$ cat src/rtl/load_store_unit.sv
`timescale 1ns/1ps
// -----------------------------------------------------------------------------
// load_store_unit
//
// Requester side of the data-memory interface. Accepts one CPU load/store at
// a time over a valid/ready handshake and turns it into word accesses on an
// async-read / sync-write word memory. Byte and halfword loads are extracted
// and sign/zero extended. SB/SH are done as read-modify-write.
//
// Configuration macro: LSU_MISALIGN_TRAP_EN
//   defined   : misaligned H/HU (addr[0]=1) or W (addr[1:0]!=0) returns an
//               error with no memory access.
//   undefined : low address bits are ignored (force-aligned), no misalign error.
//
// Ports
//   clk, reset              clock; asynchronous active-high reset
//   req_valid/req_ready     request handshake (ready only in IDLE)
//   req_we                  1 = store, 0 = load
//   req_funct3              RV32I width/extension code
//   req_addr, req_wdata     byte address and store data
//   resp_valid/resp_ready   response handshake, response held while stalled
//   resp_rdata, resp_err    extended load data (0 for stores/errors), error flag
//   mem_addr                word-aligned byte address to memory
//   mem_din                 write word
//   mem_read, mem_write     access strobes, never both high
//   mem_dout                memory read word, combinational from mem_addr
// -----------------------------------------------------------------------------
module load_store_unit #(
    parameter int unsigned MEM_DEPTH = 16384,
    parameter logic [31:0] BASE_ADDR = 32'h0
) (
    input  logic        clk,
    input  logic        reset,
    input  logic        req_valid,
    output logic        req_ready,
    input  logic        req_we,
    input  logic [2:0]  req_funct3,
    input  logic [31:0] req_addr,
    input  logic [31:0] req_wdata,
    output logic        resp_valid,
    input  logic        resp_ready,
    output logic [31:0] resp_rdata,
    output logic        resp_err,
    output logic [31:0] mem_addr,
    output logic [31:0] mem_din,
    output logic        mem_read,
    output logic        mem_write,
    input  logic [31:0] mem_dout
);

    typedef enum logic [2:0] {
        IDLE,
        LD,
        ST_RD,
        ST_WR,
        RESP
    } state_t;

    localparam logic [2:0] F3_B  = 3'b000;
    localparam logic [2:0] F3_H  = 3'b001;
    localparam logic [2:0] F3_W  = 3'b010;
    localparam logic [2:0] F3_BU = 3'b100;
    localparam logic [2:0] F3_HU = 3'b101;

    // Size of the attached memory in bytes, kept 33 bits wide so that the
    // end of the window never wraps back onto low addresses.
    localparam logic [32:0] MEM_SPAN = 33'(MEM_DEPTH) << 2;

    state_t      state;
    state_t      next_state;

    logic [31:0] addr_q;
    logic [2:0]  funct3_q;
    logic [31:0] wdata_q;
    logic [31:0] word_q;
    logic [31:0] rdata_q;
    logic        err_q;

    logic [32:0] req_offset;
    logic        funct3_ok;
    logic        range_ok;
    logic        misalign;
    logic        req_err;
    logic [31:0] word_addr;

    // Select a byte/halfword lane of a memory word and extend it.
    function automatic logic [31:0] extract(input logic [31:0] word,
                                            input logic [1:0]  lane,
                                            input logic [2:0]  f3);
        logic [7:0]  b;
        logic [15:0] h;
        b = word[{lane, 3'b000} +: 8];
        h = lane[1] ? word[31:16] : word[15:0];
        case (f3)
            F3_B:    return {{24{b[7]}}, b};
            F3_BU:   return {24'h0, b};
            F3_H:    return {{16{h[15]}}, h};
            F3_HU:   return {16'h0, h};
            default: return word;
        endcase
    endfunction

    // Overlay the store byte/halfword onto the word read back from memory.
    function automatic logic [31:0] merge(input logic [31:0] word,
                                          input logic [1:0]  lane,
                                          input logic [2:0]  f3,
                                          input logic [31:0] data);
        logic [31:0] r;
        r = word;
        if (f3[1:0] == 2'b00) begin
            r[{lane, 3'b000} +: 8] = data[7:0];
        end else begin
            r[{lane[1], 4'b0000} +: 16] = data[15:0];
        end
        return r;
    endfunction

    // Request error check, evaluated on the live request while in IDLE.
    always_comb begin
        // An address below BASE_ADDR borrows into bit 32 of the offset.
        req_offset = {1'b0, req_addr} - {1'b0, BASE_ADDR};
        range_ok   = !req_offset[32] && (req_offset < MEM_SPAN);

        case (req_funct3)
            F3_B, F3_H, F3_W: funct3_ok = 1'b1;
            F3_BU, F3_HU:     funct3_ok = !req_we;
            default:          funct3_ok = 1'b0;
        endcase

`ifdef LSU_MISALIGN_TRAP_EN
        misalign = ((req_funct3[1:0] == 2'b01) && req_addr[0]) ||
                   ((req_funct3[1:0] == 2'b10) && (req_addr[1:0] != 2'b00));
`else
        misalign = 1'b0;
`endif

        req_err = !funct3_ok || !range_ok || misalign;
    end

    assign word_addr = {addr_q[31:2], 2'b00};

    // NOTE: state is reset asynchronously so mem_write, decoded from state
    // below, falls the instant reset rises and no partial store can land.
    always_ff @(posedge clk or posedge reset) begin
        if (reset) begin
            state <= IDLE;
        end else begin
            state <= next_state;
        end
    end

    // NOTE: every output of this block gets a default first; a path that
    // leaves one unassigned would otherwise infer a latch.
    always_comb begin
        next_state = state;
        req_ready  = 1'b0;
        resp_valid = 1'b0;
        mem_read   = 1'b0;
        mem_write  = 1'b0;
        mem_addr   = 32'h0;
        mem_din    = 32'h0;

        case (state)
            IDLE: begin
                req_ready = 1'b1;
                if (req_valid) begin
                    if (req_err) begin
                        next_state = RESP;
                    end else if (!req_we) begin
                        next_state = LD;
                    end else if (req_funct3 == F3_W) begin
                        next_state = ST_WR;
                    end else begin
                        next_state = ST_RD;
                    end
                end
            end
            LD: begin
                mem_read   = 1'b1;
                mem_addr   = word_addr;
                next_state = RESP;
            end
            ST_RD: begin
                mem_read   = 1'b1;
                mem_addr   = word_addr;
                next_state = ST_WR;
            end
            ST_WR: begin
                mem_write  = 1'b1;
                mem_addr   = word_addr;
                mem_din    = (funct3_q == F3_W) ? wdata_q : word_q;
                next_state = RESP;
            end
            RESP: begin
                resp_valid = 1'b1;
                if (resp_ready) begin
                    next_state = IDLE;
                end
            end
            default: next_state = IDLE;
        endcase
    end

    // NOTE: sequential state uses non-blocking assignments so every register
    // samples the pre-edge values regardless of statement order.
    always_ff @(posedge clk or posedge reset) begin
        if (reset) begin
            addr_q   <= 32'h0;
            funct3_q <= 3'b000;
            wdata_q  <= 32'h0;
            word_q   <= 32'h0;
            rdata_q  <= 32'h0;
            err_q    <= 1'b0;
        end else begin
            case (state)
                IDLE: begin
                    if (req_valid) begin
                        addr_q   <= req_addr;
                        funct3_q <= req_funct3;
                        wdata_q  <= req_wdata;
                        err_q    <= req_err;
                        rdata_q  <= 32'h0;
                    end
                end
                LD:      rdata_q <= extract(mem_dout, addr_q[1:0], funct3_q);
                ST_RD:   word_q  <= merge(mem_dout, addr_q[1:0], funct3_q, wdata_q);
                default: ;
            endcase
        end
    end

    // Response fields read as zero whenever no response is being presented.
    assign resp_rdata = (state == RESP) ? rdata_q : 32'h0;
    assign resp_err   = (state == RESP) ? err_q : 1'b0;

endmodule

$ cat config.mk
export PLATFORM = sky130hd
export DESIGN_NAME = load_store_unit
export DESIGN_NICKNAME = d
export VERILOG_FILES = /design/src/rtl/load_store_unit.sv
export SDC_FILE = /design/constraint.sdc
export NUM_CORES = 1
export LEC_CHECK = 0
export CAP_MARGIN = 20
export CORE_MARGIN = 4
export CORE_UTILIZATION = 52
export DETAILED_ROUTE_END_ITERATION = 7
export PLACE_DENSITY_LB_ADDON = 0.08
export RECOVER_POWER = 50
export REMOVE_ABC_BUFFERS = 1
export SYNTH_ARGS = -nofsm -noshare
export SYNTH_HDL_FRONTEND = slang
export SYNTH_SLANG_ARGS = --single-unit
export TNS_END_PERCENT = 10
$ cat constraint.sdc
create_clock -name clk -period 6.05 [get_ports clk]
set_clock_uncertainty 0.15 [all_clocks]
set_input_delay 0.605 -clock clk [delete_from_list [all_inputs] [get_ports clk]]
set_output_delay 0.605 -clock clk [all_outputs]
set_load 0.05 [all_outputs]
==> run metrics <==
Worst Setup Start Kind=flip-flop; Slew Limit Fails=138; Worst EP required=5290 ps; post-synthesis instance total=737; final hold viol count=0; Syn. warnings=0; Worst Hold Class=flip-flop to flip-flop; status=finished with violations; # nets final=1020; Setup CP Type=flip-flop to primary output; H-tree levels=4; mapped cell area=0.00724 sq mm; Starting Density=0.538; period utilization=0.721; Netlist cell types=49; top-count cell post-synth=dfrtp_1; Ports=205; die area=0.0159 sq mm; Layout area overhead=36.5%; # diodes=0; leakage dissipation=4.21 nW; RSZ-0062 raised after global routing=false; total CTS buffers=17; row count=42; hold buffers post-CTS=0; top post-synthesis cells by area=dfrtp_1 (47%), mux2_2 (12%), nand2_1 (5.5%), o21ai_0 (4.2%), a221oi_1 (3.9%); Yosys reg bits=135; die width=126 microns; final WL=22000 microns; critical path peak fanout=19; post-synth top area share=0.467; synthesized area per cell=9.82 sq um; top cells by count, synth=dfrtp_1 (135), nand2_1 (107), mux2_2 (74); Relative slew margins=-0.838; first-pass GRT wire length=34800 microns; TritonRoute pass-1 iters=5; routed vias/inst=5.99; All-Layer GR Usage=0.272; share of post-route cells with drive strength above 1=0.152; Clk Latency, worst-skew pair=420 ps; clk sinks=135; register cell area after layout=0.00338 sq mm; Routability Congestion=0.904; Setup Fix Bufs, Post-CTS=0; crit end category=primary output; routed via count=6563; wire per inst=20.1 microns; pin count of the biggest net entering global routing=74; Setup-failing EPs final=0; critical path data arrival time=3610 ps; fraction of registers with async set/reset=1.00; HPWL Detailed=15000 microns; register area share after synthesis=0.467; post-layout min period=4360 ps; # DRC=0; Peak VDD IR=228 uV; start of the worst register-to-register path=state[2]; buffer levels on the longest clock path=2; Post-synth EDFFs=0; multi-input logic area=0.00355 sq mm; max frequency=0.229 GHz; post-CTS sizing=0; core outline area=0.0135 sq mm; initial antenna violation count=0; Core Util, Final=0.735; Yosys top cell by area=dfrtp_1; number of fill cells=1004; vias in the first global route=6603; worst setup path startpoint=funct3_q[1]; max-cap violations=2; Initial DRC Count=659; CTS tree=done; TNS Setup=0 ps; number of routed nets with antenna violations=0; failing checks=max-capacitance violations, max-slew violations; worst-margin pin slew=2740 ps; Root Buffer=clkbuf_16; I/O Buffers=202; Vert. Die Dim=126 microns; Power Density=267 mW/mm^2; total gr overflow=0; clk slew on worst S/H paths=60 ps; top_reg_cell synth=dfrtp_1; Worst Hold Launch=addr_q[9]
## layout by cell type (no fill, tap or decap), types with 2 or more instances in the layout
cell / instances
a21boi_0: 3
a21oi_1: 40
a221o_1: 11
a221o_2: 10
a221oi_1: 32
a31o_2: 2
and2_1: 31
and3_1: 34
buf_4: 9
buf_8: 2
clkbuf_16: 17
clkbuf_8: 6
clkdlybuf4s50_1: 200
clkinv_1: 2
clkinv_2: 3
conb_1: 2
dfrtp_1: 135
dlygate4sd3_1: 2
ha_1: 5
inv_1: 10
mux2_1: 7
mux2_2: 74
mux2i_1: 3
mux4_2: 5
nand2_1: 107
nand2b_1: 8
nand3_1: 2
nor2_1: 50
nor3_1: 3
nor4_1: 3
o21a_1: 5
o21ai_0: 61
o21ai_1: 2
o22ai_1: 8
## report_power, final
group | switching (mW) | internal (mW) | total, mW
sequential | 0.100 | 1.01 | 1.11
clock | 0.364 | 0.617 | 0.981
combinational | 0.293 | 0.264 | 0.558
## metrics by stage
stage / power, mW / area [sq um] / setup slack, ps / hold slack, ps / instances
after floorplan: 1.45 / 6970 / 1670 / 292 / 677
after global placement: 1.64 / 9310 / 2220 / 309 / 1064
after detailed placement: 1.66 / 9310 / 2030 / 314 / 1064
after CTS: 2.64 / 9860 / 1580 / 330 / 1091
after global routing: 2.75 / 9880 / 1090 / 345 / 1095
final: 2.64 / 9880 / 1690 / 323 / 1095
## routing by layer
metal | vias up | track usage | wire, microns
li1 | 2988 | - | -
met2 | 335 | 0.438 | 10500
met5 | - | 0 | 0
met4 | 0 | 0.0826 | 373
met3 | 37 | 0.0601 | 1960
met1 | 3203 | 0.370 | 9120
## cell type report
| class | count | area share |
|---|---|---|
| clock buffers | 23 | 0.0514 |
| clock inverters | 4 | 0.00456 |
| repair buffers | 215 | 0.215 |
| multi-input cells | 529 | 0.360 |
| inverters | 13 | 0.00506 |
| flip-flops and latches | 135 | 0.342 |
| well taps | 176 | 0.0223 |
## critical path, cell delays in order, from the launching register on
cell and delay [ps]:
dfrtp_1 700, clkinv_1 540, or3_1 790, buf_8 280
nand2_1 80, a21oi_1 70, clkdlybuf4s50_1 720
## kinds of logic after synthesis
group	Yosys count	synth area share
compound gates	182	0.170
mux	89	0.146
flops	135	0.467
simple gates	251	0.165
buf+inv	74	0.0441
other cells	1	0.000518
fa+ha+maj	5	0.00864
## worst paths after layout
| check | endpoint | slack (ps) | depth (start not counted) |
|---|---|---|---|
| worst min register to register | addr_q[9] | 320 | 1 |
| worst max register to register | wdata_q[29] | 2350 | 4 |
| worst max-delay path | mem_din[11] | 1690 | 6 |
| min in group asynchronous | wdata_q[14] | 1270 | 2 |
| max in group asynchronous | addr_q[22] | 1810 | 3 |
| worst min-delay path | addr_q[9] | 320 | 1 |
## state kept, by name, indices dropped and copies added, names as in the netlist
name and count:
addr_q 32, rdata_q 32, wdata_q 32, word_q 32
funct3_q 3, state 3, err_q 1
No activity file was read; power rests on OpenSTA's default activity.
